$ cat src/rtl/cpu_sequencer_pkg.sv
// cpu_sequencer_pkg
// Shared definitions for the CPU control sequencer. It holds the 3-bit state
// encodings, the opcode values the sequencer decodes, and a helper that
// extracts the opcode field from an instruction word.
// No ports (package).
package cpu_sequencer_pkg;

  localparam int STATE_W = 3;

  typedef enum logic [STATE_W-1:0] {
    ST_FETCH      = 3'd0,
    ST_DECODE     = 3'd1,
    ST_EXECUTE    = 3'd2,
    ST_WRITE_BACK = 3'd3,
    ST_HALTED     = 3'd4
  } seq_state_t;

  localparam logic [4:0] OP_MOV  = 5'h01;
  localparam logic [4:0] OP_BR   = 5'h02;
  localparam logic [4:0] OP_HALT = 5'h1f;

  function automatic logic [4:0] opcode_of(input logic [31:0] word);
    return word[31:27];
  endfunction

endpackage

$ cat src/rtl/cpu_sequencer_if.sv
// cpu_sequencer_if
// Handshake and strobe bundle between the sequencer and the datapath.
//   imem_req/imem_ack/inst : instruction fetch handshake
//   alu_start/alu_done     : ALU launch pulse and completion
//   pc_enable/take_branch  : pc_cntrl controls
//   reg_write_enable       : regbank write strobe
// master = sequencer side, slave = datapath/memory side.
interface cpu_sequencer_if #(
  parameter int WIDTH = 32
);

  logic             imem_req;
  logic             imem_ack;
  logic [WIDTH-1:0] inst;
  logic             alu_start;
  logic             alu_done;
  logic             pc_enable;
  logic             take_branch;
  logic             reg_write_enable;

  modport master (
    output imem_req, alu_start, pc_enable, take_branch, reg_write_enable,
    input  imem_ack, inst, alu_done
  );

  modport slave (
    input  imem_req, alu_start, pc_enable, take_branch, reg_write_enable,
    output imem_ack, inst, alu_done
  );

endinterface

$ cat src/rtl/cpu_sequencer_watchdog.sv
// cpu_sequencer_watchdog
// Counts EXECUTE cycles and flags the cycle on which the MAX_EXEC limit is hit.
//   clk, reset : clock and async active-low reset
//   enable     : high while the sequencer is in EXECUTE
//   clear      : high on the cycle EXECUTE is being left
//   first      : current cycle is the first EXECUTE cycle
//   expire     : current cycle is EXECUTE cycle number MAX_EXEC
module cpu_sequencer_watchdog #(
  parameter int MAX_EXEC = 16
) (
  input  logic clk,
  input  logic reset,
  input  logic enable,
  input  logic clear,
  output logic first,
  output logic expire
);

  localparam int CW = $clog2(MAX_EXEC + 1);

  // The register holds the number of EXECUTE cycles already completed, so
  // the running cycle number is cnt+1 (starting at 1 on the first cycle).
  logic [CW-1:0] cnt;

  always_ff @(posedge clk or negedge reset) begin
    if (!reset) begin
      cnt <= '0;
    end else if (!enable || clear) begin
      cnt <= '0;
    end else begin
      cnt <= cnt + CW'(1);
    end
  end

  assign first  = enable && (cnt == '0);
  assign expire = enable && (cnt == CW'(MAX_EXEC - 1));

endmodule

$ cat src/rtl/cpu_sequencer.sv
// cpu_sequencer
// Handshaked FETCH/DECODE/EXECUTE/WRITE_BACK control FSM with HALT/resume,
// an EXECUTE watchdog with a sticky fault, and a retired-instruction counter.
//   clk, reset    : clock and async active-low reset
//   run           : 1 = keep executing, 0 = halt at next instruction boundary
//   bus (master)  : fetch handshake, ALU handshake, PC and regbank strobes
//   ir            : latched instruction register
//   state         : current state encoding
//   halted        : state is HALTED
//   fault         : sticky watchdog fault
//   retired_count : instructions completed (wraps)
module cpu_sequencer
  import cpu_sequencer_pkg::*;
#(
  parameter int WIDTH    = 32,
  parameter int CNT_W    = 32,
  parameter int MAX_EXEC = 16
) (
  input  logic                 clk,
  input  logic                 reset,
  input  logic                 run,
  cpu_sequencer_if.master      bus,
  output logic [WIDTH-1:0]     ir,
  output logic [STATE_W-1:0]   state,
  output logic                 halted,
  output logic                 fault,
  output logic [CNT_W-1:0]     retired_count
);

  seq_state_t cur_state;
  seq_state_t next_state;

  logic is_branch;
  logic is_halt;
  logic in_execute;
  logic exec_exit;
  logic wd_first;
  logic wd_expire;
  logic ir_load;
  logic retire;
  logic set_fault;

  assign is_branch  = (opcode_of(ir[31:0]) == OP_BR);
  assign is_halt    = (opcode_of(ir[31:0]) == OP_HALT);
  assign in_execute = (cur_state == ST_EXECUTE);
  // alu_done takes priority over the watchdog, and either one ends EXECUTE.
  assign exec_exit  = in_execute && (bus.alu_done || wd_expire);

  cpu_sequencer_watchdog #(
    .MAX_EXEC (MAX_EXEC)
  ) u_watchdog (
    .clk    (clk),
    .reset  (reset),
    .enable (in_execute),
    .clear  (exec_exit),
    .first  (wd_first),
    .expire (wd_expire)
  );

  always_ff @(posedge clk or negedge reset) begin
    if (!reset) begin
      cur_state     <= ST_FETCH;
      ir            <= '0;
      fault         <= 1'b0;
      retired_count <= '0;
    end else begin
      cur_state <= next_state;
      if (ir_load) begin
        ir <= bus.inst;
      end
      if (set_fault) begin
        fault <= 1'b1;
      end
      if (retire) begin
        retired_count <= retired_count + CNT_W'(1);
      end
    end
  end

  // Next-state and strobe decode. Strobes are additionally gated by reset so
  // they (imem_req in particular) drop the moment reset asserts rather than
  // waiting for the state register to be observed at FETCH.
  always_comb begin
    next_state           = cur_state;
    ir_load              = 1'b0;
    retire               = 1'b0;
    set_fault            = 1'b0;
    bus.imem_req         = 1'b0;
    bus.alu_start        = 1'b0;
    bus.pc_enable        = 1'b0;
    bus.take_branch      = 1'b0;
    bus.reg_write_enable = 1'b0;

    case (cur_state)
      ST_FETCH: begin
        bus.imem_req = 1'b1;
        if (bus.imem_ack) begin
          ir_load    = 1'b1;
          next_state = ST_DECODE;
        end
      end
      ST_DECODE: begin
        // HALT retires here and advances the PC so resume skips past it.
        if (is_halt) begin
          bus.pc_enable = 1'b1;
          retire        = 1'b1;
          next_state    = ST_HALTED;
        end else begin
          next_state = ST_EXECUTE;
        end
      end
      ST_EXECUTE: begin
        bus.alu_start = wd_first;
        if (bus.alu_done) begin
          next_state = ST_WRITE_BACK;
        end else if (wd_expire) begin
          set_fault  = 1'b1;
          next_state = ST_HALTED;
        end
      end
      ST_WRITE_BACK: begin
        bus.pc_enable        = 1'b1;
        bus.take_branch      = is_branch;
        bus.reg_write_enable = !is_branch;
        retire               = 1'b1;
        next_state           = run ? ST_FETCH : ST_HALTED;
      end
      ST_HALTED: begin
        if (run && !fault) begin
          next_state = ST_FETCH;
        end
      end
      default: begin
        next_state = ST_FETCH;
      end
    endcase

    if (!reset) begin
      bus.imem_req         = 1'b0;
      bus.alu_start        = 1'b0;
      bus.pc_enable        = 1'b0;
      bus.take_branch      = 1'b0;
      bus.reg_write_enable = 1'b0;
    end
  end

  assign state  = cur_state;
  assign halted = (cur_state == ST_HALTED);

endmodule

$ cat src/flat_wrapper.sv
// flat-port wrapper written by rule: the top's interface ports become plain ports
module cpu_sequencer_flat import cpu_sequencer_pkg::*;
#(
  parameter int WIDTH    = 32,
  parameter int CNT_W    = 32,
  parameter int MAX_EXEC = 16
)
  (clk, reset, run, ir, state, halted, fault, retired_count, bus_imem_req, bus_alu_start, bus_pc_enable, bus_take_branch, bus_reg_write_enable, bus_imem_ack, bus_inst, bus_alu_done);
  cpu_sequencer_if #(.WIDTH(WIDTH)) bus_i ();
  input  logic clk;
  input  logic reset;
  input  logic run;
  output logic [WIDTH-1:0] ir;
  output logic [STATE_W-1:0] state;
  output logic halted;
  output logic fault;
  output logic [CNT_W-1:0] retired_count;
  output wire logic [$bits(bus_i.imem_req)-1:0] bus_imem_req;
  output wire logic [$bits(bus_i.alu_start)-1:0] bus_alu_start;
  output wire logic [$bits(bus_i.pc_enable)-1:0] bus_pc_enable;
  output wire logic [$bits(bus_i.take_branch)-1:0] bus_take_branch;
  output wire logic [$bits(bus_i.reg_write_enable)-1:0] bus_reg_write_enable;
  input wire logic [$bits(bus_i.imem_ack)-1:0] bus_imem_ack;
  input wire logic [$bits(bus_i.inst)-1:0] bus_inst;
  input wire logic [$bits(bus_i.alu_done)-1:0] bus_alu_done;
  assign bus_imem_req = bus_i.imem_req;
  assign bus_alu_start = bus_i.alu_start;
  assign bus_pc_enable = bus_i.pc_enable;
  assign bus_take_branch = bus_i.take_branch;
  assign bus_reg_write_enable = bus_i.reg_write_enable;
  assign bus_i.imem_ack = bus_imem_ack;
  assign bus_i.inst = bus_inst;
  assign bus_i.alu_done = bus_alu_done;
  cpu_sequencer #(.WIDTH(WIDTH), .CNT_W(CNT_W), .MAX_EXEC(MAX_EXEC)) u_core (.clk(clk), .reset(reset), .run(run), .bus(bus_i), .ir(ir), .state(state), .halted(halted), .fault(fault), .retired_count(retired_count));
endmodule
$ cat config.mk
export PLATFORM = sky130hd
export DESIGN_NAME = cpu_sequencer_flat
export DESIGN_NICKNAME = d
export VERILOG_FILES = /design/src/rtl/cpu_sequencer_pkg.sv /design/src/rtl/cpu_sequencer_if.sv /design/src/rtl/cpu_sequencer_watchdog.sv /design/src/rtl/cpu_sequencer.sv /design/src/flat_wrapper.sv
export SDC_FILE = /design/constraint.sdc
export NUM_CORES = 1
export LEC_CHECK = 0
export ABC_CLOCK_PERIOD_IN_PS = 3600
export CAP_MARGIN = 20
export CORE_AREA = 2 2 80 102
export DETAILED_ROUTE_END_ITERATION = 12
export DIE_AREA = 0 0 82 104
export PLACE_DENSITY = 0.77
export SYNTH_ARGS = -nofsm -noshare
export SYNTH_HDL_FRONTEND = slang
export SYNTH_HIERARCHICAL = 1
export SYNTH_SLANG_ARGS = --single-unit
$ cat constraint.sdc
create_clock -name clk -period 3.6 [get_ports clk]
set_input_delay 0.72 -clock clk [delete_from_list [all_inputs] [get_ports clk]]
set_output_delay 0.72 -clock clk [all_outputs]
set_load 0.01 [all_outputs]
== Yosys cells after proc, flatten, opt, wreduce, memory -nomap -nowiden ==
Index checks and enable logic that the tools add are counted.

* Register bits after elaboration: 73
* Bits of input ports: 37
* Output and inout bits: 74
* Word-level logic and storage cells: 53

* Add/sub/neg operators: 2
* Equal/unequal tests: 10
* Multiplexer cells: 24
* Reduce and logical (&&, ||, !) cells: 12

{| class="wikitable"
|+ Operators with widths
! operator !! number
|-
| adder 32 x 1 -> 32 bit (second input constant) || 1
|-
| two-way mux 3 bit || 6
|-
| two-way mux 1 bit || 15
|-
| case mux 3 bit (5 select lines) || 1
|-
| equality test 3 x 2 -> 1 bit (second input constant) || 2
|-
| adder 5 x 1 -> 5 bit (second input constant) || 1
|-
| equality test 5 x 2 -> 1 bit (second input constant) || 1
|-
| equality test 5 x 4 -> 1 bit (second input constant) || 1
|-
| equality test 5 bit (second input constant) || 1
|-
| zero test 5 bit || 1
|-
| two-way mux 5 bit || 1
|-
| logical AND 1 bit || 4
|-
| equality test 3 x 1 -> 1 bit (second input constant) || 1
|-
| equality test 3 bit (second input constant) || 1
|-
| zero test 1 bit || 3
|-
| zero test 3 bit || 1
|-
| != test 3 bit (second input constant) || 1
|-
| AND reduction 3 bit || 1
|-
| logical OR 1 bit || 2
|-
| != test 2 x 1 -> 1 bit (second input constant) || 1
|-
| != test 2 bit (second input constant) || 1
|-
| case mux 1 bit (2 select lines) || 1
|}

== Longest topological paths before layout ==
Gate-level depths: netlist of the first run.

* Depth after elaboration: 6
* Depth in mapped cells: 7
* Gate-level depth less buffers: 7

== Modules after synthesis ==
Netlist of the first run, hierarchy kept.

{| class="wikitable"
|+ Modules (own cells, without submodules)
! module !! instances !! cells each !! area each (µm²) !! seq. area each (µm²)
|-
| cpu_sequencer || 1 || 249 || 3,052.9 || 1,701.6
|-
| cpu_sequencer_watchdog || 1 || 26 || 267.8 || 125.1
|}

== Worst setup path before layout of the first run ==
No wires, ideal clock.

* Kind: reg-to-output
* Start: register u_core.cur_state[1], in the netlist u_core/state[1]
* End: output port bus_alu_start
* Arrival: 1,610 ps
* Data required time: 2,880 ps
* Setup slack: 1,270 ps
* Stages on the path, launching flop included: 5
* Path buffers: 1
* Path through: dfrtp_1 clkbuf_1 nor3b_1 and4_2 and3_1

* Longest elaborated chain between the ends: 4

{| class="wikitable"
|+ RTL lines
! item !! line !! text
|-
| start, declared || cpu_sequencer.sv:30 || <nowiki>seq_state_t cur_state;</nowiki>
|-
| start signal, assigned || cpu_sequencer.sv:67 || <nowiki>cur_state <= next_state;</nowiki>
|-
| equality test 3 x 2 -> 1 bit || cpu_sequencer.sv:45 || <nowiki>assign in_execute = (cur_state == ST_EXECUTE);</nowiki>
|-
| via u_core.in_execute || cpu_sequencer.sv:35 || <nowiki>logic in_execute;</nowiki>
|-
| logical AND 1 bit || cpu_sequencer_watchdog.sv:35 || <nowiki>assign first = enable && (cnt == '0);</nowiki>
|-
| via u_core.wd_first || cpu_sequencer.sv:37 || <nowiki>logic wd_first;</nowiki>
|-
| two-way mux 1 bit || cpu_sequencer.sv:94 || <nowiki>case (cur_state)</nowiki>
|-
| two-way mux 1 bit || cpu_sequencer.sv:138 || <nowiki>if (!reset) begin</nowiki>
|-
| end, declared || flat_wrapper.sv:19 || <nowiki>output wire logic [$bits(bus_i.alu_start)-1:0] bus_alu_start;</nowiki>
|}

The timed path passes the listed nets, and every way through them passes these cells.

== Worst setup path after layout of the first run ==
Same ends and word-level chain as after synthesis.

==> results of run 1 <==
==> layout by cell type (no fill, tap or decap), drive strengths merged, types with 2 or more instances in the layout <==
cell type	count
clkdlybuf4s50	109
dfrtp	73
mux2	33
xor2	25
nand2	19
nor4	15
clkbuf	10
nand3	10
nor3	10
nor2	9
and4	9
nand4	9
xnor2	7
inv	7
and2	7
buf	6
and3	4
ha	4
nand2b	3
bufinv	2
clkinvlp	2
nor3b	2
a21oi	2
nor4b	2
mux2i	2
nand3b	2
==> metal layers <==
layer | vias to the layer above | GRT usage, %
met2 | 96 | 32.9
met3 | 14 | 5.47
li1 | 1212 | -
met4 | 0 | 7.38
met5 | - | 0
met1 | 1297 | 25.7
==> worst paths after layout <==
kind	from	cells after the start	slack, ps	end
setup / recovery	u_core/state[1]	5	700	bus_alu_start
hold / removal	reset	1	320	u_core/u_watchdog/cnt[4]
setup reg to reg	u_core/state[2]	4	1350	u_core/retired_count[14]
hold reg to reg	u_core/retired_count[31]	1	460	u_core/retired_count[31]
max in group asynchronous	reset	2	2520	u_core/ir[10]
min in group clk	u_core/retired_count[31]	1	460	u_core/retired_count[31]
==> state kept, by name, indices dropped and copies added, names as in the netlist <==
signal / cells
u_core/ir: 32
u_core/retired_count: 32
u_core/u_watchdog/cnt: 5
u_core/state: 3
u_core/fault: 1
==> logic make-up after synthesis <==
family	synth area share, %
AO/OA/AOI/OAI	1.58
XOR/XNOR	8.44
adder cells (fa/ha/maj)	1.51
buffers and inverters	2.30
flip-flops	55.0
multiplexers	11.8
AND/OR/NAND/NOR	19.4
==> power breakdown <==
group | total, mW | switching [mW] | internal (mW)
combinational | 1.21 | 0.494 | 0.718
sequential | 1.24 | 0.194 | 1.05
clock | 0.707 | 0.303 | 0.404
total | 3.16 | 0.991 | 2.17
==> area by class of cell <==
| cell class | instances | share of cell area, % |
|---|---|---|
| flip-flops and latches | 73 | 38.5 |
| multi-input cells | 184 | 29.9 |
| repair buffers | 115 | 24.0 |
| clock buffers | 10 | 2.90 |
| well taps | 95 | 2.51 |
| clock inverters | 5 | 1.69 |
| inverters | 7 | 0.554 |
==> metrics by stage <==
step / instance area [µm²] / hold slack (ps) / setup slack [ps] / util (%) / cells
floorplan: 3320 / 424 / 1270 / - / 275
global placement: 4530 / 456 / 976 / 59.8 / 474
detailed placement: 4530 / 457 / 932 / 59.8 / 474
CTS: 4740 / 328 / 658 / 62.7 / 489
global route: 4740 / 330 / 578 / 62.7 / 489
finish: 4740 / 320 / 698 / 62.7 / 489
==> results.yml, run 1 <==
synthesis:
  syn_area_um2: 3320
  most_common_cell_in_the_netlist: "dfrtp_1"
  yosysWarningCount: 6
  distinct_cells_synth: 40
  postSynthCellCount: 275
  synthTopCellsByArea: "dfrtp_1 (55%), mux2_2 (11%), xor2_1 (6.6%), nand2_1 (2.1%), and4_1 (2.1%)"
  netlist.area_leader.share_pct: 55.0
  ys_ff_latch: 73
  postSynthAreaPerCell_um2: 12.1
  syn_nets: 316
  seq_area_frac_synth_pct: 55.0
  postSynth.asyncResetShare_pct: 100
  post_synth_edffs: 0
  postSynth.topFlopCell: "dfrtp_1"
  yosys-top-cells-count: "dfrtp_1 (73), mux2_2 (31), xor2_1 (25)"
  synth_top_area_cell: "dfrtp_1"
timing:
  timing.max_slew.rel_slack_pct: 38.5
  clock.fmax_mhz: 345
  final-max-slew-violation-count: 0
  final_hold_viol_count: 0
  final_critical_delay_including_setup_and_external_delays_ps: 2900
  grt_setup_unrepaired: "no"
  worst_pin_slew_ps: 920
  final.setup_skew_ps: 12.9
  tns_ps: 0
  setup_viol: 0
  layout_worst_path_cycle_share_pct: 80.6
clock_tree:
  cts_inserted_buffers: 9
  cts_tree: "yes"
  clock_slew_at_reported_path_ffs_ps: 70
  cts_hold_repair.buffers: 0
  cts.root.buffer_cell: "clkbuf_8"
  clock_tree.htree_level_count: 3
  cts_max_path_buffers: 2
  post_cts_buffers: 0
  later_pin_clock_latency_in_the_skew_report_ps: 340
  clock_sink_count: 73
  post_cts_resize_count: 0
layout:
  multiInputGateArea_um2: 1420
  nFillCells: 634
  antenna_cells_inserted: 0
  area_growth_pct: 42.8
  final_layout_size_suffix_gt1_share_pct: 15.5
  layout.area.seq_um2: 1830
  nNetsFinal: 431
die:
  design.die.area_um2: 8530
  floorplan.initialDensity_pct: 43.9
  num_rows: 36
  die_w_um: 82
  ios: 111
  die_h_um: 104
  core_region_um2: 7570
drt:
  num_vias: 2619
  first_iter_violations: 101
  drt-vias-per-instance: 5.36
  routed.top_layer: "met4"
  met3RoutedLength_um: 444
  route.final.wire_length_um: 8030
  drc: 0
  wire_per_inst_um: 16.4
  wl_met2_um: 4150
  drtPass1Iterations: 4
  ant_nets: 0
  drt-met1-wl_um: 3270
hold_path:
  class_of_the_worst_hold_path: "input port to async pin"
setup_path:
  timing.critical_path.from_type: "flip-flop"
  max_stage_delay_ps: 560
  critical_path.endpoint_type: "primary output"
  critPathKind: "flip-flop to primary output"
  critical-path-slowest-cell: "dfrtp_1"
  timing.critical_path.fanout_max: 11
  worst-path-buf-inv: 2
  cp_data_arrival_time_ps: 2180
  cp_cell_sequence: "nor3b_1, buf_4, and4_2, and3_1, clkdlybuf4s50_1"
  worstPathRequired_ps: 2880
  critPathTopFamily: "buffers and inverters"
flow_run:
  max_capacitance_violation_count: 0
power:
  power.total_mw: 3.16
  static-leakage-power_nw: 2.07
  power_density_nw_per_um2: 667
  ir_drop_mv: 0.543
place:
  gp_congestion: 0.790
  dp_hpwl_um: 5870
  port-buffer-count: 110
grt:
  initial_antenna_violation_count: 0
  track_usage_pct: 20.3
  global_route.overflow_total: 0
  grt_max_degree: 35
  grt_pass1_wl_um: 13400
  grt_pass1_vias: 2784
outcome:
  status: "complete, no violations"
No activity file was read; power rests on OpenSTA's default activity.
==> run 2, diff against run 1 <==
--- a/config.mk
+++ b/config.mk
@@ -5,7 +5,7 @@
 export SDC_FILE = /design/constraint.sdc
 export NUM_CORES = 1
 export LEC_CHECK = 0
-export ABC_CLOCK_PERIOD_IN_PS = 3600
+export ABC_CLOCK_PERIOD_IN_PS = 2750
 export CAP_MARGIN = 20
 export CORE_AREA = 2 2 80 102
 export DETAILED_ROUTE_END_ITERATION = 12
==> constraint.sdc (replaced) <==
create_clock -name clk -period 2.75 [get_ports clk]
set_input_delay 0.55 -clock clk [delete_from_list [all_inputs] [get_ports clk]]
set_output_delay 0.55 -clock clk [all_outputs]
set_load 0.01 [all_outputs]
==> run 2 against run 1 <==
Against the previous run: power grew 27%; count of clock-buffer cells in the layout unchanged; largest cell class unchanged; highest routed layer unchanged; non-clock buffer count grew 4; worst setup slack worse by 550 ps.
==> results.yml, run 2 (same netlist as run 1, synthesis figures left out) <==
power:
  power.internal_mw: 2.74
  power_switching_mw: 1.27
  static-leakage-power_nw: 2.07
  comb_power_share_pct: 39.7
  netSwitchingFraction_pct: 31.7
  power.total_mw: 4.01
  clock_power_share_pct: 20.1
  seq_power_share_pct: 40.2
  ir_drop_mv: 0.689
  power_density_nw_per_um2: 846
grt:
  global_route.overflow_total: 0
  initial_antenna_violation_count: 0
  grt_pass1_wl_um: 12700
  grt_max_degree: 45
  grt_pass1_vias: 2655
  track_usage_pct: 19.4
layout:
  antenna_cells_inserted: 0
  fin_util_pct: 62.7
  largestRegisters: "u_core/ir (32), u_core/retired_count (32), u_core/u_watchdog/cnt (5)"
  finalInstanceArea_um2: 4740
  most_frequent_cells_in_the_layout: "clkdlybuf4s50_1 (109), dfrtp_1 (72), mux2_2 (31)"
  layout_commonest_cell: "clkdlybuf4s50_1"
  finalNonFillerCells: 493
  final_layout_size_suffix_gt1_share_pct: 16.3
  area_growth_pct: 42.8
  nNetsFinal: 435
die:
  num_rows: 36
  die_w_um: 82
  ios: 111
  floorplan.initialDensity_pct: 43.9
  design.die.area_um2: 8530
  core_region_um2: 7570
  die_h_um: 104
hold_path:
  class_of_the_worst_hold_path: "input port to async pin"
clock_tree:
  clock_slew_at_reported_path_ffs_ps: 80
  later_pin_clock_latency_in_the_skew_report_ps: 350
  clock_tree.htree_level_count: 3
  cts_inserted_buffers: 9
  post_cts_buffers: 0
  cts_max_path_buffers: 2
  cts.root.buffer_cell: "clkbuf_8"
  clock_sink_count: 73
  cts_tree: "yes"
place:
  placedInstanceArea_um2: 4560
  placement.setup.worst_slack_ps: 438
  gp_congestion: 0.796
  dp_hpwl_um: 5830
  port-buffer-count: 110
  placedCellCount: 478
drt:
  drc: 0
  drt-vias-per-instance: 5.21
  num_vias: 2568
  drtPass1Iterations: 4
  first_iter_violations: 118
  wire_per_inst_um: 15.8
  ant_nets: 0
  route.final.wire_length_um: 7790
setup_path:
  crit-reg2reg-capture: "u_core/retired_count[25]"
  timing.critical_path.from_type: "flip-flop"
  cp_data_arrival_time_ps: 2050
  reg2regPathDepth: 4
  critPathKind: "flip-flop to primary output"
  critical_path.endpoint_type: "primary output"
  worstPathRequired_ps: 2200
  r2r-start: "u_core/retired_count[5]"
  timing.critical_path.fanout_max: 9
  crit_startpoint: "u_core/state[2]"
  worst-r2r-setup-slack_ps: 690
timing:
  final-max-slew-violation-count: 0
  setup_viol: 0
  least_setup_slack_across_all_paths_after_layout_ps: 148
  final.setup_skew_ps: 10.2
  layout_worst_path_cycle_share_pct: 94.6
  tns_ps: 0
  clock.fmax_mhz: 384
  final_critical_delay_including_setup_and_external_delays_ps: 2600
  timing.max_slew.rel_slack_pct: 47.1
  final_hold_viol_count: 0
  worst_pin_slew_ps: 790
  whs_ps: 73.4
  grt_setup_unrepaired: "no"
flow_run:
  max_capacitance_violation_count: 0
outcome:
  status: "complete, no violations"
==> run 2: worst max-delay path by stage <==
stage	end
3_5_place_dp	bus_alu_start
4_1_cts	bus_alu_start
2_1_floorplan	bus_alu_start
3_3_place_gp	bus_alu_start
5_1_grt	bus_alu_start
6_report	bus_pc_enable
==> run 2: layout make-up <==
class	instances	area [µm²]
multi-input combinational	184	1420
clock buffer	10	128
tap	95	119
inverter	7	26.3
timing repair buffer	119	1170
clock inverter	5	57.6
fill	624	2830
sequential	73	1830
==> run 2: routing by layer <==
layer	GRT usage, %	up-vias	part of all wire, %	routed length, µm
met5	0	-	0	0
li1	-	1216	-	-
met2	31.3	95	52	4070
met4	7.86	0	2.9	223
met1	22.8	1238	38	2970
met3	7.20	19	6.8	532
==> run 2: power groups by stage <==
stage / clock network [mW] / logic [mW] / registers [mW]
after global placement: 0 / 1.59 / 1.62
after floorplan: 0 / 0.631 / 1.73
final: 0.806 / 1.59 / 1.61
after global routing: 0.871 / 1.71 / 1.66
after CTS: 0.829 / 1.62 / 1.62
after detailed placement: 0 / 1.61 / 1.63
==> run 2: critical path: stages (launching register included) <==
cell and delay (ps):
dfrtp_1 450, and2b_1 310, a31o_2 240, and2_1 140
clkdlybuf4s50_1 570
==> run 2: what timing repair did <==
| action | 4_1_cts | 5_1_grt |
|---|---|---|
| resized for setup | 0 | 1 |
| endpoints found under the setup margin | 0 | 1 |
| hold buffers | 0 | 0 |
